[config.mk]
export PLATFORM = sky130hd
export DESIGN_NAME = uart_rx
export DESIGN_NICKNAME = d
export VERILOG_FILES = /design/src/rtl/uart_rx.sv
export SDC_FILE = /design/constraint.sdc
export NUM_CORES = 1
export LEC_CHECK = 0
export ABC_AREA = 0
export BUFFER_PORTS_ARGS = -buffer_cell sky130_fd_sc_hd__buf_2
export CAP_MARGIN = 0
export CORE_MARGIN = 3
export CORE_UTILIZATION = 40
export CTS_CLUSTER_SIZE = 14
export DETAILED_ROUTE_END_ITERATION = 6
export MAX_ROUTING_LAYER = met4
export PLACE_DENSITY_LB_ADDON = 0.3
export SYNTH_ARGS = -nofsm -noshare
export SYNTH_HDL_FRONTEND = slang
export SYNTH_SLANG_ARGS = --single-unit
export TNS_END_PERCENT = 100
[constraint.sdc]
create_clock -name clk_i -period 2.6 [get_ports clk_i]
set_input_delay 0.13 -clock clk_i [delete_from_list [all_inputs] [get_ports clk_i]]
set_output_delay 0.13 -clock clk_i [all_outputs]
set_load 0.05 [all_outputs]
[src/rtl/uart_rx.sv]
// 8N1 UART receiver: 2-flop input synchronizer, mid-bit sampling FSM and a
// single-entry valid/ready output register with overrun and framing-error pulses.
`timescale 1ns/1ps

module uart_rx #(
    parameter int CLKS_PER_BIT = 104,
    parameter int DATA_BITS    = 8
) (
    input  logic                 clk_i,
    input  logic                 rst_i,
    input  logic                 rx_i,
    output logic [DATA_BITS-1:0] data_o,
    output logic                 valid_o,
    input  logic                 ready_i,
    output logic                 frame_err_o,
    output logic                 overrun_o,
    output logic                 busy_o
);

    localparam int CNT_W = $clog2(CLKS_PER_BIT);
    localparam int IDX_W = $clog2(DATA_BITS) + 1;
    localparam logic [CNT_W-1:0] HALF_CNT = CNT_W'((CLKS_PER_BIT - 1) / 2);
    localparam logic [CNT_W-1:0] LAST_CNT = CNT_W'(CLKS_PER_BIT - 1);
    localparam logic [IDX_W-1:0] LAST_IDX = IDX_W'(DATA_BITS - 1);

    typedef enum logic [2:0] {
        ST_IDLE  = 3'd0,
        ST_START = 3'd1,
        ST_DATA  = 3'd2,
        ST_STOP  = 3'd3,
        ST_BREAK = 3'd4
    } state_t;

    state_t               state_r;
    logic                 rx_meta_r;
    logic                 rx_sync_r;
    logic [CNT_W-1:0]     clk_cnt_r;
    logic [IDX_W-1:0]     bit_idx_r;
    logic [DATA_BITS-1:0] shift_r;
    logic [DATA_BITS-1:0] data_r;
    logic                 valid_r;
    logic                 frame_err_r;
    logic                 overrun_r;

    // Two-flop synchronizer for the asynchronous serial line (idles high).
    always_ff @(posedge clk_i) begin
        if (rst_i) begin
            rx_meta_r <= 1'b1;
            rx_sync_r <= 1'b1;
        end else begin
            rx_meta_r <= rx_i;
            rx_sync_r <= rx_meta_r;
        end
    end

    // Frame FSM, bit timing, shift register and output handshake register.
    always_ff @(posedge clk_i) begin
        if (rst_i) begin
            state_r     <= ST_IDLE;
            clk_cnt_r   <= {CNT_W{1'b0}};
            bit_idx_r   <= {IDX_W{1'b0}};
            shift_r     <= {DATA_BITS{1'b0}};
            data_r      <= {DATA_BITS{1'b0}};
            valid_r     <= 1'b0;
            frame_err_r <= 1'b0;
            overrun_r   <= 1'b0;
        end else begin
            frame_err_r <= 1'b0;
            overrun_r   <= 1'b0;
            // A load later in this block overrides the clear, so a new byte wins.
            if (valid_r && ready_i) begin
                valid_r <= 1'b0;
            end else begin
                valid_r <= valid_r;
            end

            case (state_r)
                ST_IDLE: begin
                    if (!rx_sync_r) begin
                        state_r   <= ST_START;
                        clk_cnt_r <= {CNT_W{1'b0}};
                    end else begin
                        state_r <= ST_IDLE;
                    end
                end
                ST_START: begin
                    if (clk_cnt_r == HALF_CNT) begin
                        if (rx_sync_r) begin
                            state_r <= ST_IDLE;
                        end else begin
                            state_r   <= ST_DATA;
                            clk_cnt_r <= {CNT_W{1'b0}};
                            bit_idx_r <= {IDX_W{1'b0}};
                        end
                    end else begin
                        clk_cnt_r <= clk_cnt_r + 1'b1;
                    end
                end
                ST_DATA: begin
                    if (clk_cnt_r == LAST_CNT) begin
                        clk_cnt_r <= {CNT_W{1'b0}};
                        // LSB arrives first, so shifting right lands it in bit 0.
                        shift_r   <= {rx_sync_r, shift_r[DATA_BITS-1:1]};
                        bit_idx_r <= bit_idx_r + 1'b1;
                        if (bit_idx_r == LAST_IDX) begin
                            state_r <= ST_STOP;
                        end else begin
                            state_r <= ST_DATA;
                        end
                    end else begin
                        clk_cnt_r <= clk_cnt_r + 1'b1;
                    end
                end
                ST_STOP: begin
                    if (clk_cnt_r == LAST_CNT) begin
                        clk_cnt_r <= {CNT_W{1'b0}};
                        if (rx_sync_r) begin
                            state_r <= ST_IDLE;
                            if (!valid_r || ready_i) begin
                                data_r  <= shift_r;
                                valid_r <= 1'b1;
                            end else begin
                                overrun_r <= 1'b1;
                            end
                        end else begin
                            frame_err_r <= 1'b1;
                            state_r     <= ST_BREAK;
                        end
                    end else begin
                        clk_cnt_r <= clk_cnt_r + 1'b1;
                    end
                end
                ST_BREAK: begin
                    // Held-low line: stay here so only one framing error is reported.
                    if (rx_sync_r) begin
                        state_r <= ST_IDLE;
                    end else begin
                        state_r <= ST_BREAK;
                    end
                end
                default: begin
                    state_r <= ST_IDLE;
                end
            endcase
        end
    end

    assign data_o      = data_r;
    assign valid_o     = valid_r;
    assign frame_err_o = frame_err_r;
    assign overrun_o   = overrun_r;
    assign busy_o      = (state_r != ST_IDLE);

endmodule
* Word level (Yosys, flattened, before mapping)
Cells that the tools add are included.
W data, S select, Z words.
** Storage, ports and cells
- Bits in read-only memories :: 0
- Input bits :: 4
- Memories kept :: 0
- Bits in writable memories :: 0
- Register bits after elaboration :: 35
- Bits in latches :: 0
** Operators by class
- Multipliers :: 0
- Muxes and demuxes :: 23
- Reduce and logical (&&, ||, !) cells :: 14
- Shift operators :: 0
- Eq/ne operators :: 11
- Bitwise operators :: 3
- Add/subtract/negate cells :: 2
- Divide/modulo/power cells :: 0
- Magnitude comparators :: 0
** Operators by type and width (count)
- $mux W7 :: 3
- $pmux W7 S3 :: 1
- $pmux W3 S5 :: 1
- $mux W3 :: 4
- $mux W4 :: 3
- $mux W1 :: 9
- $ne A2 B2 Y1 const B :: 4
- $pmux W4 S2 :: 1
- $reduce_and A4 Y1 :: 2
- $add A7 B1 Y7 const B :: 1
- $eq A7 B6 Y1 const B :: 1
- $eq A7 B7 Y1 const B :: 1
- $eq A3 B2 Y1 const B :: 2
- $reduce_bool A3 Y1 :: 2
- $add A4 B1 Y4 const B :: 1
- $eq A4 B3 Y1 const B :: 1
- $reduce_or A4 Y1 :: 1
- $eq A3 B1 Y1 const B :: 1
- $eq A3 B3 Y1 const B :: 1
- $logic_not A3 Y1 :: 1
- $not A1 Y1 :: 3
- $reduce_and A3 Y1 :: 1
- $reduce_or A3 Y1 :: 1
- $mux W2 :: 1
- other kinds (6) :: 6

* Depth between registers and ports, before layout
- Word-level depth :: 6
- Mapped depth :: 7

* Worst setup path after synthesis
No wires, ideal clock.
- Path type :: flip-flop to flip-flop
- Start point :: register clk_cnt_r[0]
- End point :: register bit_idx_r[1]
- Required time :: 2.526 ns
- Clock period less this slack :: 1.596 ns
- Buffers on the path :: 1
- Arrival :: 1.522 ns
- Stages on the path, launching flop included :: 7
- Path slack :: 1.004 ns
- Path through :: dfxtp_1 -> ha_1 -> and2_1 -> buf_6 -> nand3_4 -> or4b_1 -> a31oi_1
** Between the ends
- Cells in the longest elaborated chain, start to end :: 3
- Elaborated cells on any way between the ends :: 5
- Classes of those cells :: 4 x eq/ne; 1 x reduce/logical
** RTL lines
- from (decl) :: RTL line 37 : logic [CNT_W-1:0] clk_cnt_r;
- from (signal assigned) :: RTL line 60 : clk_cnt_r <= {CNT_W{1'b0}};
- from (signal assigned) :: RTL line 81 : clk_cnt_r <= {CNT_W{1'b0}};
- from (signal assigned) :: RTL line 92 : clk_cnt_r <= {CNT_W{1'b0}};
- $eq A7 B7 Y1 / $eq A7 B6 Y1 (equally long branches) :: RTL line 100, 87
- $ne A2 B2 Y1 (no line)
- $reduce_and A4 Y1 (no line) *
- to (signal assigned) :: RTL line 61 : bit_idx_r <= {IDX_W{1'b0}};
- to (signal assigned) :: RTL line 93 : bit_idx_r <= {IDX_W{1'b0}};
- to (signal assigned) :: RTL line 104 : bit_idx_r <= bit_idx_r + 1'b1;
- to (decl) :: RTL line 38 : logic [IDX_W-1:0] bit_idx_r;
Every way passes the cells marked *; elsewhere a longest branch is shown, timed or not.
A chain may end at the register's enable or synchronous reset.

* Final worst setup path
Ends and elaborated chain as after synthesis.

==> results.md <==
* Status: finished, final reports clean
* I/O pin cnt at 16
* Share of cells above drive strength 1 at 16.8%
* Setup Fix Bufs, Post-CTS at 0
* Mapped Nets at 175
* Antenna Nets Post-Route at 0
* Grt peak-use layer: met2
* Design Area, Final at 1800 um2
* Worst min-delay path class: in2reg
* # rows at 22
* DP Wirelength at 2210 um
* Pint at 0.000933 W
* Min Clock Period, post-route at 1.86 ns
* Worst-path cell chain: ha_1 > and2_1 > nand3_4 > or4b_1 > a31oi_1
* Hold Vio Cnt, Final at 0
* Worst path max stage delay at 0.52 ns
* Routing usage on met3 at 5.51%
* Post-Synthesis Cells at 169
* Syn avg cell area at 9.38 um2
* Clock share of power at 50.0%
* Final WS setup at 0.736 ns
* DRC Markers at 0
* RSZ-0062 raised after global routing: false
* Comb power frac at 2.9%
* Post-synth EDFFs at 0
* Share of flip-flops with an asynchronous set or reset at 0%
* Fmax at 536 MHz
* Pwr dens at 642 nW/um2
* Endpoint class of the critical path: flop
* Switching power at 0.000222 W
* Hold Buf Count CTS at 0
* Crit path buffers/inverters at 0
* CTS clk-pin slew, worst paths at 0.07 ns
* Final setup vio count at 0
* Diodes inserted at 0
* Max-cap viol count at 0
* Die area at 4750 um2
* Clk sinks at 35
* H-tree Lvls at 2
* Starting DRC count in detailed routing at 104
* Initial core utilization at 42.3%
* Top FF cell, synth: dfxtp_1
* Final-stage net count at 189
* Flop pwr share at 47.1%
* Placed Area at 1670 um2
* Number of vias per cell at 5.44
* Clk buf depth at 2
* Worst EP required at 2.81 ns
* Startpoint Class: flop
* Top Family by Delay on Critical Path: simple AND/OR/NAND/NOR gates
* Final period util at 71.7%
* Switch share at 19.2%
* Slew @ Worst Pin at 0.626 ns
* Worst Setup SP: clk_cnt_r[0]
* GR Layer Usage met1 at 19.8%
* Skew-Pair Late Insertion Delay at 0.29 ns
* Vias at 1263
* Post-CTS sizing at 0
* Synth unique cells at 48
* Core ar. at 3740 um2
* Crit path max-delay cell type: or4b_1
* Lkg Pwr at 0.729 nW
* Synth warn at 0
* Hold Startpoint: rx_i
* Clk_skew at 0.00147 ns
* Final setup TNS at 0 ns
* Post-synthesis sequential area ratio at 44.2%
* Area delta synth->final at 13.5%
* Critical path peak fanout at 8
* Gpl congestion at 0.864
* Die width at 69.0 um
* Mapped cell area at 1590 um2
* Slew margin rel. at 57.9%
* Worst VDD drop at 336 uV
* CTS Buf Count at 5
* Dpl ws at 0.764 ns
* Initial DRT Pass Iterations at 4
* WL per Instance at 13.5 um
* First-pass GRT wire length at 5220 um
* Clock root cell: clkbuf_8
* Final WL at 3120 um
* WS Path Type: reg2reg
* Initial antenna violation count at 0
* M2 GR Usage at 21.3%
* CTS tree: built
* Vias in the first global route at 1146
* Overflow after GRT at 0
* RR Startpoint: clk_cnt_r[0]
* Total global-route track usage at 15.3%
* PortBufs at 15
* CP arrival at 2.08 ns
* Slew Limit Fails at 0
* Largest net degree at the start of global routing at 33
* Die span in y at 69.0 um
* #FFs+latches synth at 35
routing by layer:
layer | part of all wire (%) | vias to the layer above
met4 | 1.2 | 0
met5 | 0 | -
met2 | 46 | 47
met3 | 7.0 | 5
met1 | 46 | 575
li1 | - | 636
final timing paths:
path	cells after the start	to	slack (ns)
max	5	bit_idx_r[1]	0.74
min	2	rx_meta_r	0.02
max reg2reg	5	bit_idx_r[1]	0.74
min reg2reg	1	rx_sync_r	0.41
flip-flops by register name (all words and copies together) (netlist names), 3 cells and up:
signal / count
bit_idx_r: 4
clk_cnt_r: 7
data_o: 8
shift_r: 8
state_r: 3
Yosys cell counts, drive strengths merged (2+ instances only):
cell,n,share of area (%)
a21oi,8,2.8
mux2i,16,10
nand4,4,1.6
nand3,5,2.4
and4,2,1.2
nor2,22,5.2
inv,7,1.7
nand2,7,1.7
o21a,2,0.95
nor2b,2,0.79
dfxtp,35,44
xor2,2,1.1
clkbuf,5,1.8
o211ai,5,2.4
or2,2,0.79
nand2b,2,0.79
o21ai,9,2.8
a221oi,2,1.1
and4bb,2,1.6
buf,4,2.1
ha,2,1.6
and2,2,0.87
nor3,3,0.95
o221ai,3,1.7
per-stage QoR:
step	std cells	power (W)	hold WS [ns]	utilization, %
final	232	0.00115	0.0195	48.1
after CTS	232	0.00117	0.0110	48.1
after detailed placement	224	0.000589	0.315	44.5
after global placement	224	0.000588	0.314	44.5
after global routing	232	0.00120	0.0118	48.1
after floorplan	169	0.000580	0.234	-
cell type report:
type | instances | area, um2
clock buffers | 6 | 72.6
clock inverters | 2 | 60.1
fillers | 376 | 1940
inverters | 7 | 26.3
multi-input cells | 118 | 797
flip-flops and latches | 35 | 701
well taps | 48 | 60.1
repair buffers | 16 | 82.6
layout by cell type (no fill, tap or decap), drive strengths merged, types with 3 or more instances in the layout:
cell and instances:
nor3 3, nand3 5, clkbuf 6, nor2 22, o221ai 3, o211ai 5, inv 7, nand4 4
buf 16, o21ai 9, nand2 7, dfxtp 35, a21oi 8, mux2i 16
kinds of logic (layout without fill, tap and decap cells):
kind of cell / after synthesis / after routing / share of synthesized area (%)
simple gates: 61 / 61 / 21.9
compound gates: 36 / 36 / 15.1
buf+inv: 16 / 31 / 5.52
fa+ha+maj: 2 / 2 / 1.58
flops: 35 / 35 / 44.2
xor+xnor: 3 / 3 / 1.66
mux: 16 / 16 / 10.1
power by group through the flow:
stage | Combinational [W] | Clock [W] | Sequential, W
CTS | 0.0000330 | 0.000590 | 0.000544
detailed placement | 0.0000329 | 0 | 0.000556
global route | 0.0000367 | 0.000615 | 0.000544
finish | 0.0000331 | 0.000577 | 0.000544
floorplan | 0.0000263 | 0 | 0.000554
global placement | 0.0000323 | 0 | 0.000556
Note: power is estimated with default switching activity, not from simulation.
